**src/rtl/multicycle_datapath.sv**
```systemverilog
// multicycle_datapath
// Multi-cycle RV32I core: datapath plus FETCH/DECODE/EXEC/MEM/WB/HALT controller
// sharing one single-ported memory with a req/ready handshake.
// Optional feature: define PERF_CNT_EN to build the cycle and retired-instruction
// counters; otherwise cycle_cnt and instret_cnt are tied to 0.
// Ports:
//   clk, reset            - clock, synchronous active-high reset
//   mem_req/we/addr/be    - memory request, write flag, word-aligned address, byte enables
//   mem_wdata/rdata/ready - store data (lane-replicated), read data, access accept
//   dbg_reg_sel/data      - combinational register-file debug read
//   pc_out, instr_out     - current PC and latched IR
//   state_out, halted     - FSM state encoding, HALT indicator
//   cycle_cnt/instret_cnt - performance counters
`timescale 1ns/1ps
module multicycle_datapath #(
    parameter logic [31:0] RESET_PC = 32'h0000_0000,
    parameter int unsigned ADDR_W   = 32
) (
    input  logic              clk,
    input  logic              reset,
    output logic              mem_req,
    output logic              mem_we,
    output logic [ADDR_W-1:0] mem_addr,
    output logic [3:0]        mem_be,
    output logic [31:0]       mem_wdata,
    input  logic [31:0]       mem_rdata,
    input  logic              mem_ready,
    input  logic [4:0]        dbg_reg_sel,
    output logic [31:0]       dbg_reg_data,
    output logic [31:0]       pc_out,
    output logic [31:0]       instr_out,
    output logic [2:0]        state_out,
    output logic              halted,
    output logic [31:0]       cycle_cnt,
    output logic [31:0]       instret_cnt
);

    localparam logic [6:0] OpLui    = 7'b0110111;
    localparam logic [6:0] OpAuipc  = 7'b0010111;
    localparam logic [6:0] OpJal    = 7'b1101111;
    localparam logic [6:0] OpJalr   = 7'b1100111;
    localparam logic [6:0] OpBranch = 7'b1100011;
    localparam logic [6:0] OpLoad   = 7'b0000011;
    localparam logic [6:0] OpStore  = 7'b0100011;
    localparam logic [6:0] OpImm    = 7'b0010011;
    localparam logic [6:0] OpReg    = 7'b0110011;
    localparam logic [6:0] OpMisc   = 7'b0001111;
    localparam logic [6:0] OpSystem = 7'b1110011;

    typedef enum logic [2:0] {
        StFetch  = 3'd0,
        StDecode = 3'd1,
        StExec   = 3'd2,
        StMem    = 3'd3,
        StWb     = 3'd4,
        StHalt   = 3'd5
    } state_e;

    state_e      state_q, state_d;
    logic [31:0] pc_q, pc_d;
    logic [31:0] ir_q, ir_d;
    logic [31:0] a_q, a_d;
    logic [31:0] b_q, b_d;
    logic [31:0] imm_q, imm_d;
    logic [31:0] ea_q, ea_d;
    logic [31:0] mdr_q, mdr_d;
    logic [31:0] rf_q [32];

    logic        rf_we;
    logic [31:0] rf_wdata;
    logic [31:0] addr_full;

    // Instruction fields
    logic [6:0] opcode;
    logic [4:0] rd, rs1, rs2;
    logic [2:0] funct3;
    logic       funct7_b5;
    logic       is_store;

    assign opcode    = ir_q[6:0];
    assign rd        = ir_q[11:7];
    assign funct3    = ir_q[14:12];
    assign rs1       = ir_q[19:15];
    assign rs2       = ir_q[24:20];
    assign funct7_b5 = ir_q[30];
    assign is_store  = (opcode == OpStore);

    // Immediate generator
    logic [31:0] imm_gen;
    always_comb begin
        imm_gen = '0;
        case (opcode)
            OpImm, OpLoad, OpJalr: imm_gen = {{20{ir_q[31]}}, ir_q[31:20]};
            OpStore:  imm_gen = {{20{ir_q[31]}}, ir_q[31:25], ir_q[11:7]};
            OpBranch: imm_gen = {{19{ir_q[31]}}, ir_q[31], ir_q[7], ir_q[30:25],
                                 ir_q[11:8], 1'b0};
            OpLui, OpAuipc: imm_gen = {ir_q[31:12], 12'b0};
            OpJal:    imm_gen = {{11{ir_q[31]}}, ir_q[31], ir_q[19:12], ir_q[20],
                                 ir_q[30:21], 1'b0};
            default:  imm_gen = '0;
        endcase
    end

    // ALU: register-register uses B, register-immediate uses IMM.
    // ir[30] selects SUB only for OP, but SRA/SRAI for both forms.
    logic [31:0] op2, alu_res;
    logic [4:0]  shamt;
    assign op2   = (opcode == OpReg) ? b_q : imm_q;
    assign shamt = op2[4:0];

    always_comb begin
        alu_res = '0;
        case (funct3)
            3'd0: alu_res = (opcode == OpReg && funct7_b5) ? a_q - op2 : a_q + op2;
            3'd1: alu_res = a_q << shamt;
            3'd2: alu_res = ($signed(a_q) < $signed(op2)) ? 32'd1 : 32'd0;
            3'd3: alu_res = (a_q < op2) ? 32'd1 : 32'd0;
            3'd4: alu_res = a_q ^ op2;
            3'd5: alu_res = funct7_b5 ? $unsigned($signed(a_q) >>> shamt) : a_q >> shamt;
            3'd6: alu_res = a_q | op2;
            3'd7: alu_res = a_q & op2;
            default: alu_res = '0;
        endcase
    end

    // Branch compare: flags from A - B; carry set means no borrow (A >= B unsigned)
    logic [32:0] diff_full;
    logic        flag_z, flag_s, flag_c, flag_v, br_taken;
    assign diff_full = {1'b0, a_q} + {1'b0, ~b_q} + 33'd1;
    assign flag_z    = (diff_full[31:0] == 32'd0);
    assign flag_s    = diff_full[31];
    assign flag_c    = diff_full[32];
    assign flag_v    = (a_q[31] != b_q[31]) && (diff_full[31] != a_q[31]);

    always_comb begin
        br_taken = 1'b0;
        case (funct3)
            3'd0: br_taken = flag_z;
            3'd1: br_taken = !flag_z;
            3'd4: br_taken = flag_s ^ flag_v;
            3'd5: br_taken = !(flag_s ^ flag_v);
            3'd6: br_taken = !flag_c;
            3'd7: br_taken = flag_c;
            default: br_taken = 1'b0;
        endcase
    end

    // Effective address and alignment
    logic [31:0] ea;
    logic        misaligned;
    assign ea         = a_q + imm_q;
    assign misaligned = (funct3[1:0] == 2'b01 && ea[0]) || (funct3[1] && ea[1:0] != 2'b00);

    // Load lane extraction from MDR
    logic [31:0] lane, load_val;
    assign lane = mdr_q >> {ea_q[1:0], 3'b000};
    always_comb begin
        case (funct3)
            3'd0:    load_val = {{24{lane[7]}}, lane[7:0]};
            3'd1:    load_val = {{16{lane[15]}}, lane[15:0]};
            3'd4:    load_val = {24'b0, lane[7:0]};
            3'd5:    load_val = {16'b0, lane[15:0]};
            default: load_val = lane;
        endcase
    end

    // Store byte enables and lane-replicated data
    logic [3:0]  store_be;
    logic [31:0] store_wdata;
    always_comb begin
        case (funct3[1:0])
            2'b00: begin
                store_be    = 4'b0001 << ea_q[1:0];
                store_wdata = {4{b_q[7:0]}};
            end
            2'b01: begin
                store_be    = ea_q[1] ? 4'b1100 : 4'b0011;
                store_wdata = {2{b_q[15:0]}};
            end
            default: begin
                store_be    = 4'b1111;
                store_wdata = b_q;
            end
        endcase
    end

    // Next-state and Moore memory outputs
    always_comb begin
        state_d   = state_q;
        pc_d      = pc_q;
        ir_d      = ir_q;
        a_d       = a_q;
        b_d       = b_q;
        imm_d     = imm_q;
        ea_d      = ea_q;
        mdr_d     = mdr_q;
        rf_we     = 1'b0;
        rf_wdata  = '0;
        mem_req   = 1'b0;
        mem_we    = 1'b0;
        addr_full = pc_q;

        case (state_q)
            StFetch: begin
                mem_req = 1'b1;
                if (mem_ready) begin
                    ir_d    = mem_rdata;
                    state_d = StDecode;
                end
            end
            StDecode: begin
                a_d   = rf_q[rs1];
                b_d   = rf_q[rs2];
                imm_d = imm_gen;
                state_d = (opcode == OpSystem || opcode == OpMisc) ? StHalt : StExec;
            end
            StExec: begin
                // Non-memory default: sequential PC, retire, back to FETCH
                state_d = StFetch;
                pc_d    = pc_q + 32'd4;
                case (opcode)
                    OpLoad, OpStore: begin
                        pc_d = pc_q;
                        if (misaligned) begin
                            state_d = StHalt;
                        end else begin
                            ea_d    = ea;
                            state_d = StMem;
                        end
                    end
                    OpBranch: if (br_taken) pc_d = pc_q + imm_q;
                    OpJal: begin
                        rf_we    = 1'b1;
                        rf_wdata = pc_q + 32'd4;
                        pc_d     = pc_q + imm_q;
                    end
                    OpJalr: begin
                        rf_we    = 1'b1;
                        rf_wdata = pc_q + 32'd4;
                        pc_d     = ea & 32'hFFFF_FFFE;
                    end
                    OpLui: begin
                        rf_we    = 1'b1;
                        rf_wdata = imm_q;
                    end
                    OpAuipc: begin
                        rf_we    = 1'b1;
                        rf_wdata = pc_q + imm_q;
                    end
                    OpImm, OpReg: begin
                        rf_we    = 1'b1;
                        rf_wdata = alu_res;
                    end
                    default: ;
                endcase
            end
            StMem: begin
                mem_req   = 1'b1;
                mem_we    = is_store;
                addr_full = ea_q;
                if (mem_ready) begin
                    if (is_store) begin
                        pc_d    = pc_q + 32'd4;
                        state_d = StFetch;
                    end else begin
                        mdr_d   = mem_rdata;
                        state_d = StWb;
                    end
                end
            end
            StWb: begin
                rf_we    = 1'b1;
                rf_wdata = load_val;
                pc_d     = pc_q + 32'd4;
                state_d  = StFetch;
            end
            StHalt: ;
            default: state_d = StHalt;
        endcase
    end

    logic [31:0] addr_word;
    assign addr_word    = addr_full & 32'hFFFF_FFFC;
    assign mem_addr     = addr_word[ADDR_W-1:0];
    assign mem_be       = (state_q == StMem && is_store) ? store_be : 4'b1111;
    assign mem_wdata    = store_wdata;
    assign dbg_reg_data = rf_q[dbg_reg_sel];
    assign pc_out       = pc_q;
    assign instr_out    = ir_q;
    assign state_out    = state_q;
    assign halted       = (state_q == StHalt);

    always_ff @(posedge clk) begin
        if (reset) begin
            state_q <= StFetch;
            pc_q    <= RESET_PC;
            ir_q    <= '0;
            a_q     <= '0;
            b_q     <= '0;
            imm_q   <= '0;
            ea_q    <= '0;
            mdr_q   <= '0;
            for (int i = 0; i < 32; i++) rf_q[i] <= '0;
        end else begin
            state_q <= state_d;
            pc_q    <= pc_d;
            ir_q    <= ir_d;
            a_q     <= a_d;
            b_q     <= b_d;
            imm_q   <= imm_d;
            ea_q    <= ea_d;
            mdr_q   <= mdr_d;
            // x0 stays hard-wired to zero
            if (rf_we && rd != 5'd0) rf_q[rd] <= rf_wdata;
        end
    end

`ifdef PERF_CNT_EN
    logic [31:0] cycle_q, instret_q;
    logic        retire;
    // Every transition back to FETCH from EXEC, MEM or WB completes an instruction
    assign retire = (state_d == StFetch) &&
                    (state_q == StExec || state_q == StMem || state_q == StWb);

    always_ff @(posedge clk) begin
        if (reset) begin
            cycle_q   <= '0;
            instret_q <= '0;
        end else begin
            if (state_q != StHalt) cycle_q <= cycle_q + 32'd1;
            if (retire) instret_q <= instret_q + 32'd1;
        end
    end

    assign cycle_cnt   = cycle_q;
    assign instret_cnt = instret_q;
`else
    assign cycle_cnt   = '0;
    assign instret_cnt = '0;
`endif

endmodule

```
**config.mk**
```make
export PLATFORM = sky130hd
export DESIGN_NAME = multicycle_datapath
export DESIGN_NICKNAME = d
export VERILOG_FILES = /design/src/rtl/multicycle_datapath.sv
export SDC_FILE = /design/constraint.sdc
export NUM_CORES = 2
export LEC_CHECK = 0
export CAP_MARGIN = 25
export CORE_AREA = 2 2 591 593
export DETAILED_ROUTE_END_ITERATION = 8
export DIE_AREA = 0 0 593 595
export PLACE_DENSITY = 0.47
export RECOVER_POWER = 50
export SLEW_MARGIN = 10
export SYNTH_ARGS = -nofsm -noshare
export SYNTH_HDL_FRONTEND = slang
export SYNTH_SLANG_ARGS = --single-unit
```
**constraint.sdc**
```tcl
create_clock -name clk -period 5.7 [get_ports clk]
set_clock_uncertainty 0.2 [all_clocks]
set_input_delay 0.855 -clock clk [delete_from_list [all_inputs] [get_ports clk]]
set_output_delay 0.855 -clock clk [all_outputs]
set_load 0.005 [all_outputs]
```
After elaboration in Yosys (flattened, before gate mapping)
Memories as Yosys holds them, arrays and structs flattened. A register that Yosys moved wholly into a read port is not among the register bits.
Cells that the tools add are included.

word-level totals
  bits in registers = 163
  bits in writable memories = 1024
  bits of input ports = 40
  output and inout port bits = 234
  word-level logic and storage cells = 130
  memories = 1

memories
  name  depth  bits a word  read ports  clocked after memory_dff  write ports  RTL line  text
  rf_q  32     32           3           2                         32           67        logic [31:0] rf_q [32];

operators by class
  add/sub/neg operators = 7
  magnitude comparators = 2
  equality and inequality tests = 30
  shifts and indexed selects = 5
  muxes and demuxes = 40
  bitwise gates (word level) = 8
  reductions and logical operators = 31

operators with widths
  kind                                                                   count
  32-bit case mux with 4 select lines                                    3
  32-bit 2-to-1 mux                                                      8
  32-bit case mux with 8 select lines                                    1
  32-bit case mux with 5 select lines                                    1
  32-bit case mux with 2 select lines                                    2
  32-bit adder                                                           3
  32-bit case mux with 3 select lines                                    1
  32-bit less-than comparator                                            2
  32-bit by 5-bit right shift with 32-bit output                         2
  32-bit by 32-bit adder with 33-bit output                              1
  33-bit by 1-bit adder with 33-bit output, second input constant        1
  32-bit by 3-bit adder with 32-bit output, second input constant        1
  32-bit bitwise AND                                                     1
  32-bit logical NOT                                                     1
  32-bit inverter                                                        1
  32-bit bitwise OR                                                      1
  32-bit OR reduction                                                    1
  32-bit by 5-bit left shift with 32-bit output                          1
  32-bit by 5-bit >>> shifter with 32-bit output                         1
  32-bit subtractor                                                      1
  32-bit bitwise XOR                                                     1
  7-bit equality test, second input constant                             4
  7-bit by 6-bit equality test with 1-bit output, second input constant  3
  3-bit equality test, second input constant                             6
  other kinds (33)                                                       75

Logic depth before layout (Yosys ltp)
  word-level depth = 11
  mapped depth = 30
  mapped depth without buffers = 27

Least setup slack after synthesis
Ideal clock, no wire load.

  path kind = reg2reg
  start = reg ir_q[2], in the netlist instr_out[2]
  end = mem rf_q[10][29] (data pin)
  setup time = 0.267 ns
  data arrival time = 5.367 ns
  required time = 5.233 ns
  slack = -0.134 ns
  stages on the path, launching flop included = 23
  buffers on the path = 6
  clock period less this slack = 5.834 ns
  cell sequence = dfxtp_1 buf_6 or3b_1 buf_2 nor2_4 clkbuf_1 buf_1 mux2_2 inv_1 ha_1 clkbuf_1 or4_1 nor3_1 o221ai_2 nand2b_4 or3_1 a21boi_2 a211oi_1 or4_1 and2_4 a31oi_4 buf_6 nor3_1

RTL lines
  element                   RTL line  text
  start: declaration        61        logic [31:0] ir_q, ir_d;
  start signal: assignment  307       ir_q <= ir_d;
  end: declaration          67

==> impl_metrics.py <==
metrics = {
    "status": {
        "status": "finished with violations",
        "failed_checks": "capacitance limit, slew limit, setup timing",
    },
    "critical_path": {
        "path_class": "reg2reg",
        "path_common_cell": "clkbuf_1",
        "r2r_setup_slack_ns": -0.19,
        "arrival_ns": 6.19,
        "crit_family": "simple AND/OR/NAND/NOR gates",
        "cp_max_fo": 10,
        "crit_chain": "or3b_1 -> buf_6 -> clkbuf_1 -> or3_1 -> a31o_2 -> a21oi_1 -> clkbuf_1 -> nand2_1 -> nor2_1 -> clkbuf_1 -> nand2_2 -> nand2_1 -> buf_4",
        "reg2reg_depth": 13,
        "max_stage_delay_ns": 0.87,
        "cp-end-kind": "flip-flop",
        "timing.rr.start": "instr_out[4]",
        "r2r-end": "rf_q[5][16]",
        "cp_num_cells": 13,
        "worstPathBufferInverterCount": 5,
        "worst_ep_required_time_ns": 6.01,
        "crit_slowest_cell": "or3_1",
        "critPathLaunchType": "flip-flop",
    },
    "timing": {
        "hold_viol": 0,
        "drv_slew": 544,
        "layout_min_cycle_time_ns": 5.89,
        "worst_slack_ns": -0.187,
        "rsz0062_at_grt": "true",
        "fmax_mhz": 170,
        "worstMarginPinSlew_ns": 3.22,
        "setup_viol": 459,
        "holdWs_ns": 0.251,
        "fin_crit_sh_pct": 103,
        "slew_headroom_pct": -115,
    },
    "routing": {
        "met3_length_mm": 50.4,
        "drt-met1-wl_mm": 176,
        "wl_mm": 452,
        "highest_layer": "met5",
        "wl_per_cell_um": 35.3,
        "avgViaCountPerCell": 5.83,
        "route.met2.wl_mm": 199,
        "vias": 74544,
        "detail-route-antenna-nets": 0,
        "drc": 0,
        "dr.first_iter.drc_count": 10833,
        "firstDrtPassIters": 8,
    },
    "synthesis": {
        "synth_area_um2": 86400,
        "yosysMostFrequentCell": "nor2_1",
        "ys_top_cells_by_count": "nor2_1, edfxtp_1, mux4_2",
        "netlist_instances": 7587,
        "ys_seq_area_share_pct": 40.9,
        "synth_seq_cells": 1251,
        "ys_warn_count": 0,
        "synth.top_cell.area_share_pct": 35.6,
        "synth_edf_count": 1024,
        "postSynth.asyncResetShare_pct": 0,
        "syn_avg_cell_area_um2": 11.4,
        "synth_flop_cell": "edfxtp_1",
        "synthDistinctLibCells": 100,
        "ys_top_cells_by_area": "edfxtp_1, mux4_2, nor2_1",
        "synth_top_cell_by_area": "edfxtp_1",
    },
    "pwr": {
        "power.density_nw_per_um2": 271,
        "peakVddDrop_uv": 215,
        "p_switching_w": 0.00907,
        "p_int_w": 0.0191,
        "p_leak_nw": 35.0,
        "power_frac_comb_pct": 25.9,
        "pwr-share-clk_pct": 36.2,
        "switching_share_pct": 32.2,
        "power_w": 0.0282,
        "p_seq_share_pct": 37.9,
    },
    "layout": {
        "final_cell_area_um2": 104000,
        "nNetsFinal": 8282,
        "syn_to_final_growth_pct": 20.5,
        "drive_above_1_share_pct": 27.5,
        "fillCellCount": 35451,
        "instances_no_fill": 12781,
    },
    "placement": {
        "gp_congestion": 0.999,
        "place_hpwl_mm": 308,
        "port_buffers": 207,
        "dp_cells": 12463,
        "place_area_um2": 98800,
    },
    "cts": {
        "path_clk_slew_ns": 0.06,
        "cts_sinks": 1251,
        "clockBufferDepth": 4,
        "h-tree-depth": 4,
        "clk_latency_ns": 0.87,
        "cts_tree": "built",
        "cts_root_buffer": "clkbuf_16",
        "ctsHoldBuffers": 0,
        "cts-buffers-inserted": 161,
    },
    "global_route": {
        "grt-ovfl-total": 0,
        "grt_pass1_wl_mm": 608,
        "grt_pass1_vias": 71518,
        "antenna_found_initial": 41,
        "grt_max_degree": 124,
        "grt.total_usage_pct": 24.8,
    },
    "floorplanning": {
        "rows": 217,
        "ios": 274,
        "core_area_um2": 347000,
        "die_height_um": 595,
        "die_w_um": 593,
        "initial_core_util_pct": 24.9,
        "dieArea_um2": 353000,
    },
    "min_path": {
        "hp-class": "in2reg",
        "worstHoldEndpoint": "instr_out[0]",
        "holdCritStartpoint": "reset",
        "holdPathStages": 2,
    },
    "flow_run": {
        "drv_cap": 18,
    },
}
==> logic make-up after synthesis <==
group / Yosys count / share of synthesized area, %
compound gates: 1402 / 10.3
xor+xnor: 122 / 1.24
fa+ha+maj: 190 / 2.80
buf+inv: 953 / 4.64
flops: 1251 / 40.9
mux: 1227 / 28.4
other cells: 1 / 0.00434
simple gates: 2441 / 11.8
==> through the flow <==
stage          worst slack [ns]  TNS, ns  util [%]
3_3_place_gp             -0.736   -44.10      28.4
2_1_floorplan           0.00136        0         -
6_report                 -0.187   -24.75      30.0
3_5_place_dp             -0.717   -37.53      28.4
4_1_cts                 -0.0795   -0.534      30.0
5_1_grt                  -0.257   -42.27      30.0
==> power groups by stage <==
stage | Combinational, W | Clock [W] | Sequential, W
after floorplan | 0.00375 | 0 | 0.0106
after global placement | 0.00710 | 0 | 0.0108
final | 0.00730 | 0.0102 | 0.0107
after global routing | 0.00759 | 0.0107 | 0.0107
after CTS | 0.00715 | 0.0103 | 0.0106
after detailed placement | 0.00707 | 0 | 0.0108
==> per-layer routing <==
metal,vias to the layer above,track usage (%)
met1,38434,32.6
li1,29912,-
met2,5109,37.9
met5,-,0
met3,1065,6.25
met4,24,11.8
==> flip-flops by register name, summed over array words and instances (netlist names) <==
signal / cells
a_q: 32
instr_out: 32
mdr_q: 32
state_out: 3
imm_q: 32
b_q: 32
rf_q: 1024
ea_q: 32
pc_out: 32
==> worst max-delay path by stage <==
stage	startpoint	end	slack [ns]
after floorplan	a_q[13]	pc_out[20]	0.001
after global placement	b_q[1]	pc_out[5]	-0.74
after detailed placement	b_q[1]	pc_out[5]	-0.72
after CTS	b_q[1]	pc_out[5]	-0.08
after global routing	b_q[14]	pc_out[5]	-0.26
final	instr_out[4]	rf_q[5][16]	-0.19
==> area by class of cell <==
class                   count  area (µm²)  share of cell area (%)
diodes                     10        25.0                  0.0240
clock buffers             198        4310                    4.14
clock inverters            85         742                   0.713
inverters                 163         613                   0.589
multi-input cells        5480       48500                    46.6
flip-flops and latches   1251       35300                    33.9
well taps                4599        5750                    5.53
repair buffers            995        8840                    8.50
==> cell usage in the layout, fill, tap and decap left out, types with 21 or more instances in the layout <==
cell type and n:
clkbuf_1 68, nand4_1 26, buf_12 65, a31oi_1 47, nor3_1 169, o22ai_1 28, ha_1 175, o21ai_0 270
mux2i_1 178, nand2b_1 25, mux4_2 969, a22oi_1 21, buf_6 31, xnor2_1 77, nor2_1 1271, nand2_1 625
clkbuf_16 169, and3_1 33, conb_1 98, mux2_2 77, buf_4 604, nand2_2 40, dfxtp_1 219, a21oi_1 453
or3_1 21, o21a_1 21, clkdlybuf4s50_1 120, nand3_1 74, a211oi_1 125, clkinv_1 30, a221oi_1 37, edfxtp_1 1024
dlygate4sd3_1 81, a21o_1 59, clkbuf_2 25, o211ai_1 52, clkinv_2 27, inv_1 156, nor2b_1 21, xor2_1 45
==> repair_timing <==
action / CTS / global route
cloned: 1 / 4
hold endpoints to repair: 0 / 0
endpoints found under the setup margin: 264 / 434
pin swaps: 10 / 46
gates resized for setup: 26 / 135
setup buffers: 6 / 14
No activity file was read; power rests on OpenSTA's default activity.
